--- src/rtl/viterbi_traceback.sv ---
// Survivor-path store and block traceback for the Viterbi decoder; emits decoded bits oldest-first.
// Optional: define VITERBI_TB_BEST_STATE_EN to start traceback from best_state instead of state 0.
module viterbi_traceback #(
   parameter int unsigned K          = 3,
   parameter int unsigned TB_DEPTH   = 16,
   localparam int unsigned M          = K - 1,
   localparam int unsigned NUM_STATES = 1 << M
) (
   input  logic                  clk,
   input  logic                  rst,
   input  logic                  en,
   input  logic                  in_valid,
   output logic                  in_ready,
   input  logic [NUM_STATES-1:0] dec_vec,
   input  logic [M-1:0]          best_state,
   output logic                  out_valid,
   input  logic                  out_ready,
   output logic                  out_bit,
   output logic                  out_last,
   output logic                  busy
);

   localparam int unsigned PW = $clog2(TB_DEPTH);

   typedef enum logic [1:0] {ST_IDLE, ST_FILL, ST_TRACE, ST_OUTPUT} state_e;

   state_e                state_q, state_d;
   logic [PW-1:0]         wr_ptr_q, wr_ptr_d;
   logic [PW-1:0]         rd_ptr_q, rd_ptr_d;
   logic [PW-1:0]         out_ptr_q, out_ptr_d;
   logic [M-1:0]          tb_state_q, tb_state_d;
   logic [NUM_STATES-1:0] mem_q [TB_DEPTH];
   logic [NUM_STATES-1:0] mem_d [TB_DEPTH];
   logic [TB_DEPTH-1:0]   rev_q, rev_d;
   logic [M-1:0]          start_state;

`ifdef VITERBI_TB_BEST_STATE_EN
   assign start_state = best_state;
`else
   // Zero-terminated trellis: traceback always begins at state 0.
   logic unused_best;
   assign unused_best = ^best_state;
   assign start_state = '0;
`endif

   // State and storage registers.
   always_ff @(posedge clk or negedge rst) begin
      if (!rst) begin
         state_q    <= ST_IDLE;
         wr_ptr_q   <= '0;
         rd_ptr_q   <= '0;
         out_ptr_q  <= '0;
         tb_state_q <= '0;
         mem_q      <= '{default: '0};
         rev_q      <= '0;
      end else begin
         state_q    <= state_d;
         wr_ptr_q   <= wr_ptr_d;
         rd_ptr_q   <= rd_ptr_d;
         out_ptr_q  <= out_ptr_d;
         tb_state_q <= tb_state_d;
         mem_q      <= mem_d;
         rev_q      <= rev_d;
      end
   end

   // Next-state and handshake logic; en low freezes everything and masks the handshakes.
   always_comb begin
      state_d    = state_q;
      wr_ptr_d   = wr_ptr_q;
      rd_ptr_d   = rd_ptr_q;
      out_ptr_d  = out_ptr_q;
      tb_state_d = tb_state_q;
      mem_d      = mem_q;
      rev_d      = rev_q;
      in_ready   = 1'b0;
      out_valid  = 1'b0;
      out_bit    = 1'b0;
      out_last   = 1'b0;
      busy       = 1'b0;

      case (state_q)
         ST_IDLE: begin
            if (en) state_d = ST_FILL;
         end

         ST_FILL: begin
            in_ready = en;
            if (en && in_valid) begin
               mem_d[wr_ptr_q] = dec_vec;
               if (wr_ptr_q == PW'(TB_DEPTH - 1)) begin
                  wr_ptr_d   = '0;
                  rd_ptr_d   = PW'(TB_DEPTH - 1);
                  tb_state_d = start_state;
                  state_d    = ST_TRACE;
               end else begin
                  wr_ptr_d = wr_ptr_q + PW'(1);
               end
            end
         end

         ST_TRACE: begin
            busy = 1'b1;
            if (en) begin
               rev_d[rd_ptr_q] = tb_state_q[M-1];
               tb_state_d      = {tb_state_q[M-2:0], mem_q[rd_ptr_q][tb_state_q]};
               if (rd_ptr_q == '0) begin
                  out_ptr_d = '0;
                  state_d   = ST_OUTPUT;
               end else begin
                  rd_ptr_d = rd_ptr_q - PW'(1);
               end
            end
         end

         ST_OUTPUT: begin
            busy      = 1'b1;
            out_valid = en;
            out_bit   = rev_q[out_ptr_q];
            out_last  = (out_ptr_q == PW'(TB_DEPTH - 1));
            if (en && out_ready) begin
               if (out_last) begin
                  out_ptr_d = '0;
                  state_d   = ST_FILL;
               end else begin
                  out_ptr_d = out_ptr_q + PW'(1);
               end
            end
         end

         default: state_d = ST_IDLE;
      endcase
   end

endmodule

--- config.mk ---
export PLATFORM = sky130hd
export DESIGN_NAME = viterbi_traceback
export DESIGN_NICKNAME = d
export VERILOG_FILES = /design/src/rtl/viterbi_traceback.sv
export SDC_FILE = /design/constraint.sdc
export NUM_CORES = 1
export LEC_CHECK = 0
export CORE_MARGIN = 4
export CORE_UTILIZATION = 35
export DETAILED_ROUTE_END_ITERATION = 10
export PLACE_DENSITY = 0.57
export SLEW_MARGIN = 10
export SYNTH_ARGS = -nofsm -noshare
export SYNTH_HDL_FRONTEND = slang
export SYNTH_SLANG_ARGS = --single-unit
--- constraint.sdc ---
create_clock -name clk -period 2.72 [get_ports clk]
set_input_delay 0.544 -clock clk [delete_from_list [all_inputs] [get_ports clk]]
set_output_delay 0.544 -clock clk [all_outputs]
set_load 0.02 [all_outputs]
# Word-level counts from Yosys, hierarchy flattened
# Cells that the tools add are included.
dict set report classes {
  magnitude_cmp 7
  div_mod_pow 0
  addsub 3
  shifts 0
  bitwise 2
  n_eq_ne 13
  muxes 41
  n_reduce_logical 15
  multipliers 0
}
# cell count
set op_table {}
lappend op_table {{bitwise mux 64 bit} 1}
lappend op_table {{two-way mux 4 bit} 12}
lappend op_table {{two-way mux 2 bit} 10}
lappend op_table {{binary-select mux 4 bit (select 4 bit)} 1}
lappend op_table {{bitwise mux 16 bit} 1}
lappend op_table {{demux 4 bit (select 4 bit)} 1}
lappend op_table {{inequality test 2 bit (second input constant)} 8}
lappend op_table {{one-hot mux 4 bit (2 select lines)} 2}
lappend op_table {{greater-or-equal comparator 5 bit (second input constant)} 2}
lappend op_table {{< comparator 4 x 5 -> 1 bit (second input constant)} 2}
lappend op_table {{NOT 4 -> 5 bit} 2}
lappend op_table {{adder 4 x 1 -> 4 bit (second input constant)} 2}
lappend op_table {{equality test 4 bit (second input constant)} 2}
lappend op_table {{two-way mux 1 bit} 8}
lappend op_table {{one-hot mux 2 bit (4 select lines)} 1}
lappend op_table {{AND reduction 4 bit} 2}
lappend op_table {{AND reduction 7 bit} 1}
lappend op_table {{< comparator 5 x 1 -> 1 bit (second input constant)} 1}
lappend op_table {{AND reduction 5 bit} 1}
lappend op_table {{binary-select mux 1 bit (select 4 bit)} 1}
lappend op_table {{demux 1 bit (select 4 bit)} 1}
lappend op_table {{equality test 2 bit (second input constant)} 2}
lappend op_table {{greater-or-equal comparator 4 x 1 -> 1 bit (second input constant)} 1}
lappend op_table {{logical AND 1 bit} 4}
lappend op_table {{other kinds (10)} 12}
dict set report totals {
  n_memories 0
  wordCells 103
  inputBits 11
  latch_bits 0
  out_inout_bits 5
  mem_bits_rw 0
  ff_bits 96
  mem_bits_ro 0
}

# Depth between registers and ports, before layout
dict set report logic_depth {
  depth_word 8
  depth_mapped 10
  ltp_nobuf 7
}

# Least setup slack after synthesis
# Ideal clock, no wire load.
dict set report synth_timing {
  path_type {reg2out}
  startpoint {register out_ptr_q[0]}
  endpoint {output port out_bit}
  path_stages_with_launch 5
  required_time_ps 2176
  arrival_ps 1838
  path_buffers 1
  setup_slack_ps 338
  cell_sequence {dfrtp_1 > clkbuf_1 > mux4_2 > mux4_2 > and2_1}
}
dict set report synth_via {
  elab_chain_len 3
}
# item line_no
set synth_rtl {}
lappend synth_rtl {{from (decl)} 30} ;# logic [PW-1:0] out_ptr_q, out_ptr_d;
lappend synth_rtl {{from (signal assigned)} 60} ;# out_ptr_q <= out_ptr_d;
lappend synth_rtl {{binary-select mux 1 bit (select 4 bit)} 119} ;# out_bit = rev_q[out_ptr_q];
lappend synth_rtl {{two-way mux 1 bit (not written as such)} 119}
lappend synth_rtl {{two-way mux 1 bit} 82} ;# case (state_q)
lappend synth_rtl {{to (decl)} 18} ;# output logic out_bit,
# No other way between the ends. The select of a mux whose other input is x is not followed.

# Final worst setup path
# Ends and elaborated chain as after synthesis.

==> impl_metrics.toml <==
[placement]
hpwl_mm = 7.47
numPortBuffers = 13
gp_congestion = 0.749
postPlaceCellArea_um2 = 5240

[finish]
fin_nets = 435
fill_cells = 1316
num_antenna_cells = 0
layout-drive-gt1-share_pct = 27.9
stdcell_area_um2 = 5540
syn_to_final_growth_pct = 13.5
final_common_cell = "dfrtp_1"
layout_common_cells = "95 x dfrtp_1, 65 x mux2_2, 27 x o21ai_0"

[synth]
yosysUniqueCellTypes = 44
syn_avg_cell_area_um2 = 12.5
syn-cell-area_um2 = 4880
ys.warnings.count = 0
ys_async_sr_fraction_pct = 100
synth.area.top_cells = "dfrtp_1 49%, mux2_2 15%, mux4_2 4.2%"
synth_nets = 415
synth_top_area_share_pct = 49.3
synth_area_leader_cell = "dfrtp_1"
ys.flop_type = "dfrtp_1"
synth_cells = 389
synth_seq_cells = 96
seq_area_frac_synth_pct = 49.3
synth_edf_count = 0

[timing]
worstMarginPinSlew_ns = 0.680
period_share_pct = 96.5
slew_viol_final = 0
hold_viol = 0
fmax_mhz = 381
setup_viol = 0
setup_tns_ns = 0
period_needed_ns = 2.62
rsz0062_at_grt = "false"
relSlewSlack_pct = 54.5
clock_skew_ns = 0.00560

[grt]
grt_max_degree = 97
grt-ovfl-total = 0
grt_pass1_vias = 3289
grtUsageTotal_pct = 14.2
grt_pass1_wl_mm = 17.9
grt_antenna_before_repair = 0

[power]
peakVddDrop_uv = 401
total_leakage_power_nw = 2.56
power_density_nw_per_um2 = 866

[cts]
cts.sinks = 96
ctsHoldBuffers = 0
cts_tree = "done"
clockBufferDepth = 2
cts_root_buf = "clkbuf_16"
cts_setup_buffers = 0
h-tree-depth = 3
numCtsBuffers = 9
clock_latency_ns = 0.34
clk_pin_slew_ns = 0.06

[hold_path]
hold_class = "input pin to async pin"

[critical_path]
path_max_fanout = 5
slowest_stage = "mux4_2"
criticalPathCategory = "flop to output pin"
slowest_delay_ns = 0.51
critPathRequiredTime_ns = 2.18
startpoint_type = "flop"
crit_top_cell = "mux4_2"
endpoint_kind = "output pin"
crit_path_cell_trace = "mux4_2, mux4_2, and2_4, buf_6"
arrival_ns = 2.08

[die]
die_h_um = 126
die_area_um2 = 15900
io_pins = 16
start_util_pct = 36.2
die_w_um = 126
placementRows = 42
core_area_um2 = 13500

[job]
drv_cap = 0

[route]
drtIter0Drc = 136
ant_nets = 0
vias = 3101
drt_first_pass_iters = 4
drt_wl_total_mm = 10.6
viasPerCell = 5.27
wl_per_cell_um = 18.0
post-route-drc-count = 0

[run_status]
status = "finished, final reports clean"
sequential cells by signal (all words and copies together) (netlist names):
| signal | cells |
|---|---|
| rd_ptr_q | 4 |
| state_q | 2 |
| rev_q | 16 |
| tb_state_q | 2 |
| wr_ptr_q | 4 |
| out_ptr_q | 4 |
| mem_q | 64 |
cells in the mapped netlist, types with 4 or more instances:
| library cell | number |
|---|---|
| nand2_1 | 18 |
| mux2i_1 | 13 |
| nor2_1 | 20 |
| nor2b_1 | 5 |
| ha_1 | 15 |
| inv_1 | 9 |
| a21oi_1 | 5 |
| and2_1 | 4 |
| mux4_2 | 9 |
| nand2b_1 | 4 |
| mux4_1 | 6 |
| mux2_2 | 65 |
| nand3_1 | 11 |
| o31ai_1 | 19 |
| clkbuf_1 | 14 |
| nor3_1 | 7 |
| and3_1 | 5 |
| dfrtp_1 | 96 |
| o21ai_0 | 27 |
power by group:
| part | internal, mW | switching [mW] |
|---|---|---|
| logic | 0.725 | 0.776 |
| registers | 1.75 | 0.295 |
| clock network | 0.728 | 0.520 |
timing repair:
| action | 4_1_cts | 5_1_grt |
|---|---|---|
| hold endpoints to repair | 0 | 0 |
| gates resized for setup | 5 | 3 |
| pin swaps | 0 | 0 |
| endpoints found under the setup margin | 1 | 1 |
| cloned | 0 | 0 |
metrics by stage:
stage                     hold slack (ns)  worst slack [ns]  std cells  total power, mW  utilization, %
after floorplan                     0.248             0.338        389             3.14               -
after global placement              0.481           -0.0707        574             3.53            39.0
after detailed placement            0.489           -0.0564        574             3.60            39.0
after CTS                           0.276            0.0341        588             4.86            41.1
after global routing                0.315            0.0174        588             5.11            41.1
final                               0.216            0.0953        588             4.80            41.1
final cells by class:
type                            instances  area [um^2]  area share (%)
Timing Repair Buffer                   31          277            5.00
Multi-Input combinational cell        261         2310            41.7
Inverter                               10         37.5           0.678
Clock buffer                           11          243            4.39
Tap cell                              176          220            3.98
Sequential cell                        96         2400            43.4
Clock inverter                          3         43.8           0.791
cells by family after synthesis:
family	synth area share (%)
adder cells (fa/ha/maj)	3.85
AND/OR/NAND/NOR	8.08
buffers and inverters	3.39
AO/OA/AOI/OAI	9.85
multiplexers	25.4
XOR/XNOR	0.180
flip-flops	49.3
worst max-delay path, delay by kind of cell (launching register included):
kind	cells	cell delay (ns)
buffers and inverters	1	0.12
and+or+nand+nor	1	0.17
DFF	1	0.45
muxes	2	1.00
metal layers:
layer / part of all wire, % / global-route usage [%] / vias up
met4: 2.2 / 4.98 / 0
met1: 45 / 18.5 / 1581
met2: 50 / 23.3 / 34
met5: 0 / 0 / -
met3: 2.4 / 3.18 / 14
li1: - / - / 1472
path summary, 6_finish.rpt:
check	startpoint	end	slack (ns)	cells after the start
min in group clk	mem_q[20]	mem_q[20]	0.50	1
worst min-delay path	rst	state_q[0]	0.22	2
worst max register to register	rd_ptr_q[0]	out_ptr_q[2]	0.36	7
worst min register to register	mem_q[20]	mem_q[20]	0.50	1
max in group asynchronous	rst	state_q[1]	2.05	2
worst max-delay path	out_ptr_q[0]	out_bit	0.1	4
Note: power is estimated with default switching activity, not from simulation.
